**config.mk**
```make
export PLATFORM = sky130hd
export DESIGN_NAME = hazard_controller
export DESIGN_NICKNAME = d
export VERILOG_FILES = /design/src/rtl/riscv_pipe_pkg.sv /design/src/rtl/forwarding_unit.sv /design/src/rtl/hazard_controller.sv
export SDC_FILE = /design/constraint.sdc
export NUM_CORES = 1
export LEC_CHECK = 0
export ABC_AREA = 1
export CAP_MARGIN = 25
export CORE_MARGIN = 5
export CORE_UTILIZATION = 36
export DETAILED_ROUTE_END_ITERATION = 10
export GPL_ROUTABILITY_DRIVEN = 1
export GPL_TIMING_DRIVEN = 0
export PLACE_DENSITY = 0.84
export SLEW_MARGIN = 20
export SYNTH_ARGS = -nofsm -noshare
export SYNTH_HDL_FRONTEND = slang
export SYNTH_SLANG_ARGS = --single-unit
```
**constraint.sdc**
```tcl
create_clock -name clk -period 1.5 [get_ports clk]
set_input_delay 0.3 -clock clk [delete_from_list [all_inputs] [get_ports clk]]
set_output_delay 0.3 -clock clk [all_outputs]
set_load 0.02 [all_outputs]
```
**src/rtl/riscv_pipe_pkg.sv**
```systemverilog
// Shared pipeline definitions for the five-stage RISC-V core:
// forward-select codes, hazard FSM encoding and register-index width.
package riscv_pipe_pkg;

  localparam int REG_W = 5;

  localparam logic [1:0] FWD_RF  = 2'b00;
  localparam logic [1:0] FWD_WB  = 2'b01;
  localparam logic [1:0] FWD_MEM = 2'b10;

  typedef enum logic [1:0] {
    RUN      = 2'b00,
    MEM_WAIT = 2'b01,
    HALT     = 2'b10
  } hazardState_t;

endpackage

```
**src/rtl/forwarding_unit.sv**
```systemverilog
// Combinational ALU operand forwarding for both Execute sources.
// Memory-stage results take precedence over Writeback; x0 never forwards.
module forwarding_unit
  import riscv_pipe_pkg::*;
(
  input  logic [REG_W-1:0] rs1E,
  input  logic [REG_W-1:0] rs2E,
  input  logic [REG_W-1:0] rdM,
  input  logic             regWriteM,
  input  logic [REG_W-1:0] rdW,
  input  logic             regWriteW,
  output logic [1:0]       forwardA,
  output logic [1:0]       forwardB
);

  logic [1:0][REG_W-1:0] srcE;
  logic [1:0][1:0]       sel;

  assign srcE = {rs2E, rs1E};

  generate
    for (genvar gi = 0; gi < 2; gi++) begin : gOperand
      logic memHit;
      logic wbHit;
      assign memHit  = regWriteM && (rdM != '0) && (rdM == srcE[gi]);
      assign wbHit   = regWriteW && (rdW != '0) && (rdW == srcE[gi]);
      assign sel[gi] = memHit ? FWD_MEM : (wbHit ? FWD_WB : FWD_RF);
    end
  endgenerate

  assign forwardA = sel[0];
  assign forwardB = sel[1];

endmodule

```
**src/rtl/hazard_controller.sv**
```systemverilog
// Hazard/stall sequencer: forwarding, load-use bubbles, branch flushes and
// memory-wait freeze with sticky timeout halt. HAZARD_PERF_CNT_EN adds counters.
module hazard_controller
  import riscv_pipe_pkg::*;
#(
  parameter int TIMEOUT = 16
) (
  input  logic             clk,
  input  logic             rst,
  input  logic [REG_W-1:0] RS1_D,
  input  logic [REG_W-1:0] RS2_D,
  input  logic [REG_W-1:0] RS1_E,
  input  logic [REG_W-1:0] RS2_E,
  input  logic [REG_W-1:0] RD_E,
  input  logic             ResultSrcE,
  input  logic             PCSrcE,
  input  logic [REG_W-1:0] RD_M,
  input  logic             RegWriteM,
  input  logic [REG_W-1:0] RD_W,
  input  logic             RegWriteW,
  input  logic             MemReqM,
  input  logic             dmem_ready,
  output logic [1:0]       ForwardAE,
  output logic [1:0]       ForwardBE,
  output logic             StallF,
  output logic             StallD,
  output logic             StallE,
  output logic             StallM,
  output logic             FlushD,
  output logic             FlushE,
  output logic             FlushW,
  output logic             halt
`ifdef HAZARD_PERF_CNT_EN
  ,
  output logic [31:0]      stall_count,
  output logic [31:0]      flush_count
`endif
);

  localparam int               CNT_W    = $clog2(TIMEOUT);
  localparam logic [CNT_W-1:0] CNT_LAST = CNT_W'(TIMEOUT - 1);

  hazardState_t     stateReg, stateNext;
  logic [CNT_W-1:0] waitCntReg, waitCntNext;
  logic             freeze;
  logic             lwStall;
  logic [1:0]       fwdA, fwdB;

  forwarding_unit uFwd (
    .rs1E      (RS1_E),
    .rs2E      (RS2_E),
    .rdM       (RD_M),
    .regWriteM (RegWriteM),
    .rdW       (RD_W),
    .regWriteW (RegWriteW),
    .forwardA  (fwdA),
    .forwardB  (fwdB)
  );

  assign freeze  = MemReqM && !dmem_ready;
  assign lwStall = ResultSrcE && (RD_E != '0) && ((RD_E == RS1_D) || (RD_E == RS2_D));

  always_ff @(posedge clk or negedge rst) begin
    if (!rst) begin
      stateReg   <= RUN;
      waitCntReg <= '0;
    end else begin
      stateReg   <= stateNext;
      waitCntReg <= waitCntNext;
    end
  end

  // waitCnt counts prior consecutive freeze cycles, so it reaches TIMEOUT-1
  // exactly on the TIMEOUT-th one.
  always_comb begin
    stateNext   = stateReg;
    waitCntNext = freeze ? (waitCntReg + CNT_W'(1)) : '0;
    case (stateReg)
      RUN:      if (freeze) stateNext = MEM_WAIT;
      MEM_WAIT: begin
        if (freeze && (waitCntReg == CNT_LAST)) stateNext = HALT;
        else if (dmem_ready)                    stateNext = RUN;
      end
      HALT:     stateNext = HALT;
      default:  stateNext = RUN;
    endcase
  end

  // Outputs are forced low while reset is held, even though they are combinational.
  always_comb begin
    ForwardAE = FWD_RF;
    ForwardBE = FWD_RF;
    StallF    = 1'b0;
    StallD    = 1'b0;
    StallE    = 1'b0;
    StallM    = 1'b0;
    FlushD    = 1'b0;
    FlushE    = 1'b0;
    FlushW    = 1'b0;
    halt      = 1'b0;
    if (rst) begin
      if (stateReg == HALT) begin
        {StallF, StallD, StallE, StallM} = 4'b1111;
        FlushW = 1'b1;
        halt   = 1'b1;
      end else begin
        ForwardAE = fwdA;
        ForwardBE = fwdB;
        if (freeze) begin
          {StallF, StallD, StallE, StallM} = 4'b1111;
          FlushW = 1'b1;
        end else if (PCSrcE) begin
          FlushD = 1'b1;
          FlushE = 1'b1;
        end else if (lwStall) begin
          StallF = 1'b1;
          StallD = 1'b1;
          FlushE = 1'b1;
        end
      end
    end
  end

`ifdef HAZARD_PERF_CNT_EN
  logic branchFlush;
  assign branchFlush = rst && (stateReg != HALT) && !freeze && PCSrcE;

  always_ff @(posedge clk or negedge rst) begin
    if (!rst) begin
      stall_count <= '0;
      flush_count <= '0;
    end else begin
      if (StallF)      stall_count <= stall_count + 32'd1;
      if (branchFlush) flush_count <= flush_count + 32'd1;
    end
  end
`endif

endmodule

```
== Word-level counts from Yosys, hierarchy flattened ==
Index checks and enable logic that the tools add are counted.

* Flip-flop bits (word level): 6
* Output and inout bits: 12
* Input port bits: 43
* Logic and storage cells: 62

* Equality and inequality tests: 11
* Reductions and logical operators: 17
* Add/sub/neg operators: 1
* Mux-type cells: 31

{| class="wikitable"
|+ Operator list
! operator !! count
|-
| 5-bit equality test || 6
|-
| 1-bit two-way mux || 20
|-
| 2-bit two-way mux || 9
|-
| 5-bit nonzero test || 3
|-
| 1-bit logical AND || 10
|-
| 2-bit case mux with 3 select lines || 1
|-
| 4-bit by 1-bit adder with 4-bit output, second input constant || 1
|-
| 4-bit equality test, second input constant || 1
|-
| 4-bit two-way mux || 1
|-
| 3-bit != test, second input constant || 1
|-
| 2-bit by 1-bit equality test with 1-bit output, second input constant || 1
|-
| 2-bit equality test, second input constant || 1
|-
| 2-bit zero test || 1
|-
| 2-bit != test, second input constant || 1
|-
| 2-bit AND reduction || 1
|-
| 1-bit zero test || 1
|-
| 1-bit logical OR || 1
|}

== Depth between registers and ports, before layout ==
Gate-level depths: netlist of run 1.

* Depth in word-level cells: 8
* Depth in mapped cells: 9

== Cells and area by module ==
Synthesis of run 1 repeated with hierarchy kept, for this count alone.

* Cell total of the unflattened synthesis: 178
* Area total of the unflattened synthesis: 940.9 um^2

{| class="wikitable"
|+ Modules (own cells, without submodules)
! module !! instances !! sequential area each (um^2) !! area an instance (um^2) !! cells an instance
|-
| hazard_controller || 1 || 150.1 || 564.3 || 97
|-
| forwarding_unit || 1 || 0.0 || 376.6 || 81
|}

== Least setup slack after synthesis of run 1 ==
No wires, ideal clock.

* Kind: register to output
* From: register stateReg[0]
* To: output port StallE
* Arrival: 1.312 ns
* Path slack: -0.112 ns
* Required time: 1.200 ns
* Cell stages (with the launch flop): 7
* Path buffers: 1
* Cells stage by stage: dfrtp_1 -> inv_2 -> nand2_1 -> nor2_1 -> a21oi_1 -> inv_1 -> buf_4

* Longest elaborated chain between the ends: 3

{| class="wikitable"
|+ RTL lines
! item !! line !! RTL
|-
| start: declaration || hazard_controller.sv:43 || <nowiki>hazardState_t stateReg, stateNext;</nowiki>
|-
| start signal: assignment || hazard_controller.sv:68 || <nowiki>stateReg <= stateNext;</nowiki>
|-
| 2-bit equality test || hazard_controller.sv:102 || <nowiki>if (stateReg == HALT) begin</nowiki>
|-
| 1-bit two-way mux (2 in a row) || n/a ||
|-
| end: declaration || hazard_controller.sv:27 || <nowiki>output logic StallE,</nowiki>
|}

Every way passes these cells.

== Worst setup path after layout of run 1 ==
* From: register stateReg[0]
* To: output port StallF

* Longest elaborated chain between the ends: 3

{| class="wikitable"
|+ RTL lines
! item !! line !! RTL
|-
| 2-bit equality test || hazard_controller.sv:102 ||
|-
| 1-bit two-way mux || hazard_controller.sv:102 ||
|-
| 1-bit two-way mux || hazard_controller.sv:101 || <nowiki>if (rst) begin</nowiki>
|-
| end: declaration || hazard_controller.sv:25 || <nowiki>output logic StallF,</nowiki>
|}

Every way passes these cells.

==> summary.txt, run 1 <==
Hold Vio Cnt, Final - 0
routed wire length - 2840 um
Post-DP Area - 1420 um2
GPL Wtd Cong - 0.872
Root Driver - clkbuf_4
worst skew pair latency - 0.24 ns
Min Clock Period, post-route - 1.65 ns
GRT Util Overall - 0.159
dpl cells - 225
Min Hold Slack - 0.460 ns
switching share of power - 0.352
Clock Power Share - 0.233
number of synthesized flops with an enable pin - 0
ratio of cells with drive above 1 in the final layout - 0.390
site row count - 17
initial antenna violation count - 0
Storage cell area - 150 um2
RR Endpoint - stateReg[0]
Die Ht - 58.5 um
top-area cell type share of the netlist area - 0.178
multi-input logic area - 654 um2
CP arrival - 1.35 ns
area delta synth->final - 72.3%
Remaining Overflow, GRT - 0
# nets final - 256
Ports - 55
Initial Util - 0.379
Clock Sinks - 6
FF-to-FF path depth - 4
sequential area share after synthesis - 0.178
CP Class - reg -> out
vias in the first global route - 1113
final instance area - 1460 um2
sequential power share - 0.269
Max Fanout on Critical Path - 3
CTS Buffer Depth - 2
buffers added on ports - 54
Final ANT Viol Nets - 0
setup ws final - -0.150 ns
ANT cells - 0
Finished Layout Cells - 238
Die W - 58.5 um
Cell Pwr Density - 441 nW/um2
kind of start point of the critical path - flip-flop
drt first pass iters - 4
Worst R2R Start - waitCntReg[0]
Max VDD drop - 0.000508 V
R2R Setup Slk - 0.50 ns
die area - 3420 um2
fraction of registers with async set/reset - 1.00
Core ar. - 2230 um2
final slew viol count - 0
first-pass GRT wire length - 4350 um
status - finished, violations left
synthesized area per cell - 5.91 um2
Slew HR - 0.809
FF+latch count, synth - 6
Clk pin slew, worst setup/hold paths - 0.05 ns
fraction of the cycle the final worst path needs - 1.10
Worst Tran Pin Value - 0.286 ns
synth warn - 0
most used flip-flop cell after synthesis - dfrtp_1
max-cap violations - 0
Logic pwr share - 0.498
H-Tree Depth - 1
Post-synth top cells - nand2_1 (35), nor2_1 (25), inv_1 (17)
Via density - 4.66
CP peak stage delay - 0.39 ns
largest net degree at the start of global routing - 12
Final HPWL DP - 2270 um
Internal - 0.417 mW
Setup crit end - StallF
CP Cell Sequence - inv_2, nand2_4, nor2_4, a21oi_2, buf_4, o21ai_4, buf_6, buf_6
worst min path class - reg -> reg
First DRT Iteration DRCs - 14
P_leak - 0.813 nW
FMAX - 0.606 GHz
Post-Synthesis Cell Area - 846 um2
TritonCTS clock tree - built
Setup Viol. Count Final - 9
most frequent cell after synthesis - nand2_1
post-synth top area cell - dfrtp_1
Fill cells - 219
CP most frequent cell - buf_6
CP required - 1.20 ns
Critical-path top delay cell - dfrtp_1
drt wl/cell - 11.9 um
Final Skew - 0.00351 ns
Synth Net Count - 187
CP Capture Type - output port
cts bufs inserted - 3
TNS Setup - -0.903 ns
Synth cell types - 22
CP Launch Point - stateReg[0]
vias - 1109
failing checks - negative setup slack
Place WS - -1.03 ns
Mapped Cells - 143
RSZ-0062 raised after global routing - true
Remaining DRCs - 0
switching pwr - 0.226 mW
largest cells by area after synthesis - dfrtp_1 (18%), nand2_1 (16%), xor2_1 (16%)
## worst min-delay path by stage
stage | to | slack [ns] | cells after the start | start
2_1_floorplan | stateReg[0] | 0.004 | 0 | rst
4_1_cts | waitCntReg[2] | 0.006 | 1 | rst
3_3_place_gp | waitCntReg[0] | 0.45 | 1 | waitCntReg[0]
3_5_place_dp | waitCntReg[0] | 0.46 | 1 | waitCntReg[0]
5_1_grt | stateReg[0] | 0.47 | 4 | dmem_ready
6_report | waitCntReg[0] | 0.46 | 1 | waitCntReg[0]
## cells in the final DEF (no fill, tap or decap), types with 2 or more instances in the layout
master           Yosys  routed
a21oi_2              1       2
buf_2                0      21
buf_4                3      16
buf_6                0       9
clkbuf_2             0       5
clkbuf_4             0       3
clkdlybuf4s15_1      0       5
clkdlybuf4s50_1      0       2
dfrtp_1              6       6
dlygate4sd2_1        0       8
inv_1               17      13
inv_2                7      11
nand2_1             35      32
nand2_2              1       3
nand3_1              8       5
nand3_2              0       3
nand4_1              3       3
nor2_1              25      23
nor3_2               0       2
o21ai_1              3       3
or2_1                2       2
xnor2_1              7       7
xor2_1              15      14
## repair_timing
item                                    in CTS  in global routing
setup buffers                                4                  5
resized for setup                          174                 36
hold buffers                                 0                  1
endpoints found under the setup margin      12                 12
hold endpoints to repair                     0                  6
pin swaps                                   39                 22
## critical path: cells and delay by family, from the launching register on
family / cells / cell delay, ns
flops: 1 / 0.39
compound gates: 2 / 0.10
buf+inv: 4 / 0.44
simple gates: 2 / 0.17
## power by group through the flow
| stage | clock network [mW] | registers [mW] | logic [mW] |
|---|---|---|---|
| after global placement | 0 | 0.174 | 0.307 |
| after global routing | 0.172 | 0.173 | 0.351 |
| after floorplan | 0 | 0.174 | 0.134 |
| after detailed placement | 0 | 0.175 | 0.314 |
| after CTS | 0.156 | 0.172 | 0.288 |
| final | 0.150 | 0.173 | 0.320 |
## sequential cells by signal (all words and copies together), names as in the netlist
name	cells
stateReg	2
waitCntReg	4
## stage by stage
| stage | power (mW) | util |
|---|---|---|
| floorplan | 0.308 | - |
| global placement | 0.481 | 0.638 |
| detailed placement | 0.489 | 0.638 |
| CTS | 0.617 | 0.610 |
| global route | 0.696 | 0.653 |
| finish | 0.643 | 0.653 |
## cell type report
cell class | count | area share
buffer | 3 | 0.0180
clock buffer | 3 | 0.0155
inverter | 25 | 0.0644
multi-input combinational | 109 | 0.449
sequential | 6 | 0.103
tap | 28 | 0.0240
timing repair buffer | 64 | 0.326
## cell families after synthesis
| group | after synthesis | share of synthesized area |
|---|---|---|
| compound gates | 9 | 0.0651 |
| xor+xnor | 22 | 0.228 |
| fa+ha+maj | 1 | 0.0148 |
| buf+inv | 28 | 0.138 |
| flops | 6 | 0.178 |
| simple gates | 77 | 0.377 |
## metal layers
metal | track usage | part of all wire
met1 | 0.154 | 0.35
met2 | 0.329 | 0.56
met3 | 0.0395 | 0.081
met4 | 0.0298 | 0.0035
met5 | 0 | 0
Note: power is estimated with default switching activity, not from simulation.
==> run 2: changes to the inputs <==
Settings changed: CORE_UTILIZATION 36 to 39, CTS_BUF_LIST from default to sky130_fd_sc_hd__clkbuf_8 sky130_fd_sc_hd__clkbuf_16, PLACE_DENSITY 0.84 to 0.9.
Clock period 1.5 ns to 2 ns, I/O delays scaled along.
==> summary.txt, run 2 (synthesis gave the netlist of run 1 again) <==
R2R Setup Slk - 0.98 ns (+0.48 ns)
Worst Tran Pin Value - 0.254 ns (-0.0319 ns)
CP Cell Sequence - dlygate4sd2_1, inv_1, nand2_1, nand2_1, nor2_2, nand3_1, nand2_1, nand2_2, o21ai_2, buf_4, buf_6
Max Fanout on Critical Path - 2 (-1)
die area - 3200 um2 (-6.4%)
M2 GR Usage - 0.376 (+0.0477)
Hold Vio Cnt, Final - 0 (unchanged)
Die Ht - 56.6 um (-3.2%)
Place WS - -0.737 ns (+0.289 ns)
drt wl/cell - 12.9 um (+8.4%)
final slew viol count - 0 (unchanged)
worst min path class - in -> async
Remaining DRCs - 0 (unchanged)
Cell Pwr Density - 363 nW/um2 (-18%)
Initial Util - 0.418 (+0.0396)
H-Tree Depth - 1 (unchanged)
GRT busiest layer - met2
Clock Sinks - 6 (unchanged)
Min Clock Period, post-route - 1.93 ns
ANT cells - 0 (unchanged)
Final HPWL DP - 2460 um (+8.3%)
CP arrival - 1.53 ns (+0.18 ns)
kind of start point of the critical path - primary input
Remaining Overflow, GRT - 0 (unchanged)
FMAX - 0.517 GHz
commonest cells after routing, fill and taps aside - nand2_1 (34), dlygate4sd2_1 (24), nor2_1 (22)
Via density - 4.97 (+6.7%)
cell depth of the worst setup path - 11 (+3)
CP most frequent cell - nand2_1
Die W - 56.6 um (-3.2%)
final instance area - 1450 um2 (-0.34%)
top flop regs - waitCntReg: 4 flops, stateReg: 2 flops
vias in the first global route - 1248 (+12%)
FF-to-FF path depth - 4 (unchanged)
area delta synth->final - 71.7%
CP Class - in -> out
RR Endpoint - stateReg[0]
first-pass GRT wire length - 5010 um (+15%)
site row count - 16 (-1)
CP required - 1.60 ns (+0.40 ns)
Clk pin slew, worst setup/hold paths - 0.03 ns (-0.02 ns)
cts bufs inserted - 3 (unchanged)
Root Driver - clkbuf_8
TritonCTS clock tree - built
ratio of cells with drive above 1 in the final layout - 0.201 (-0.189)
First DRT Iteration DRCs - 11 (-3)
Slew HR - 0.831 (+0.0219)
routed wire length - 2990 um (+5.2%)
RSZ-0062 raised after global routing - true
GPL Wtd Cong - 0.891 (+2.2%)
met1 GRT Util - 0.177 (+0.0226)
buffers added on ports - 54 (unchanged)
initial antenna violation count - 0 (unchanged)
worst skew pair latency - 0.22 ns (-0.02 ns)
Final Skew - 0.000178 ns (-0.00333 ns)
Final ANT Viol Nets - 0 (unchanged)
setup ws final - 0.0672 ns (+0.217 ns)
GRT Util Overall - 0.189 (+0.0303)
Max VDD drop - 0.000427 V (-16%)
# nets final - 250 (-2.3%)
Setup Viol. Count Final - 0 (-9)
max-cap violations - 0 (unchanged)
Worst R2R Start - waitCntReg[0]
CP peak stage delay - 0.21 ns (-0.18 ns)
Ports - 55 (unchanged)
met3 usage - 0.0390 (-0.000483)
Crit path max-delay family - simple AND/OR/NAND/NOR gates
Largest Register - waitCntReg
Largest register FFs - 4 (unchanged)
largest net degree at the start of global routing - 12 (unchanged)
P_leak - 0.872 nW (+7.3%)
CP Capture Type - output port
drt first pass iters - 6 (+2)
Post-DP Area - 1420 um2 (-0.26%)
leading cell type in the layout, fill and taps excluded - nand2_1
status - completed
fraction of the cycle the final worst path needs - 0.966
Critical-path top delay cell - dlygate4sd2_1
vias - 1148 (+3.5%)
CTS Buffer Depth - 2 (unchanged)
CP Buf/Inv Count - 4 (unchanged)
Core ar. - 2020 um2 (-9.5%)
## run 2: changes by cell type in the layout (fill, tap and decap cells not counted), sizes merged
cell | previous run | this run
dlymetal6s2s | 0 | 9
buf | 46 | 17
clkdlybuf4s50 | 2 | 4
dlygate4sd2 | 8 | 24
clkdlybuf4s15 | 5 | 4
clkbuf | 8 | 6
dlygate4sd3 | 1 | 0
## run 2: report_power, final
part | switching (mW) | internal [mW] | leakage (nW) | total, mW
sequential | 0.00332 | 0.127 | 0.0814 | 0.130
combinational | 0.114 | 0.110 | 0.769 | 0.224
clock | 0.0450 | 0.129 | 0.0216 | 0.174
total | 0.163 | 0.365 | 0.872 | 0.528
## run 2: final cells by class
type / instances / area, um2
multi-input combinational: 109 / 598
timing repair buffer: 58 / 513
fill: 184 / 569
buffer: 3 / 22.5
tap: 27 / 33.8
sequential: 6 / 150
inverter: 25 / 93.8
clock buffer: 3 / 41.3
## run 2: per-stage QoR
step | cells | util | setup TNS (ns) | hold WS (ns) | power, mW
6_report | 231 | 0.718 | 0 | 0.138 | 0.528
2_1_floorplan | 143 | - | 0 | 0.104 | 0.231
3_3_place_gp | 224 | 0.702 | -6.57 | 0.448 | 0.360
4_1_cts | 230 | 0.703 | -0.0400 | 0.139 | 0.529
3_5_place_dp | 224 | 0.702 | -7.48 | 0.464 | 0.369
5_1_grt | 231 | 0.718 | -0.0422 | 0.142 | 0.568
## run 2: repair_timing
item | in CTS | in global routing
gates resized for setup | 81 | 22
setup buffers | 3 | 1
pin swaps | 13 | 11
setup endpoints to repair | 12 | 11
hold buffers | 0 | 0
## run 2: worst max path at each step
stage / startpoint / endpoint / slack [ns]
4_1_cts: RS1_D[2] / StallF / -0.04
6_report: RS1_D[3] / StallF / 0.07
3_3_place_gp: RD_E[4] / StallF / -0.65
3_5_place_dp: RD_E[0] / StallF / -0.74
2_1_floorplan: stateReg[0] / StallE / 0.29
5_1_grt: RS1_D[3] / StallF / -0.04
## run 2: routing by layer
metal | up-vias | wire length [um]
li1 | 556 | -
met1 | 533 | 1040
met2 | 45 | 1700
met3 | 14 | 137
met4 | 0 | 113
met5 | - | 0
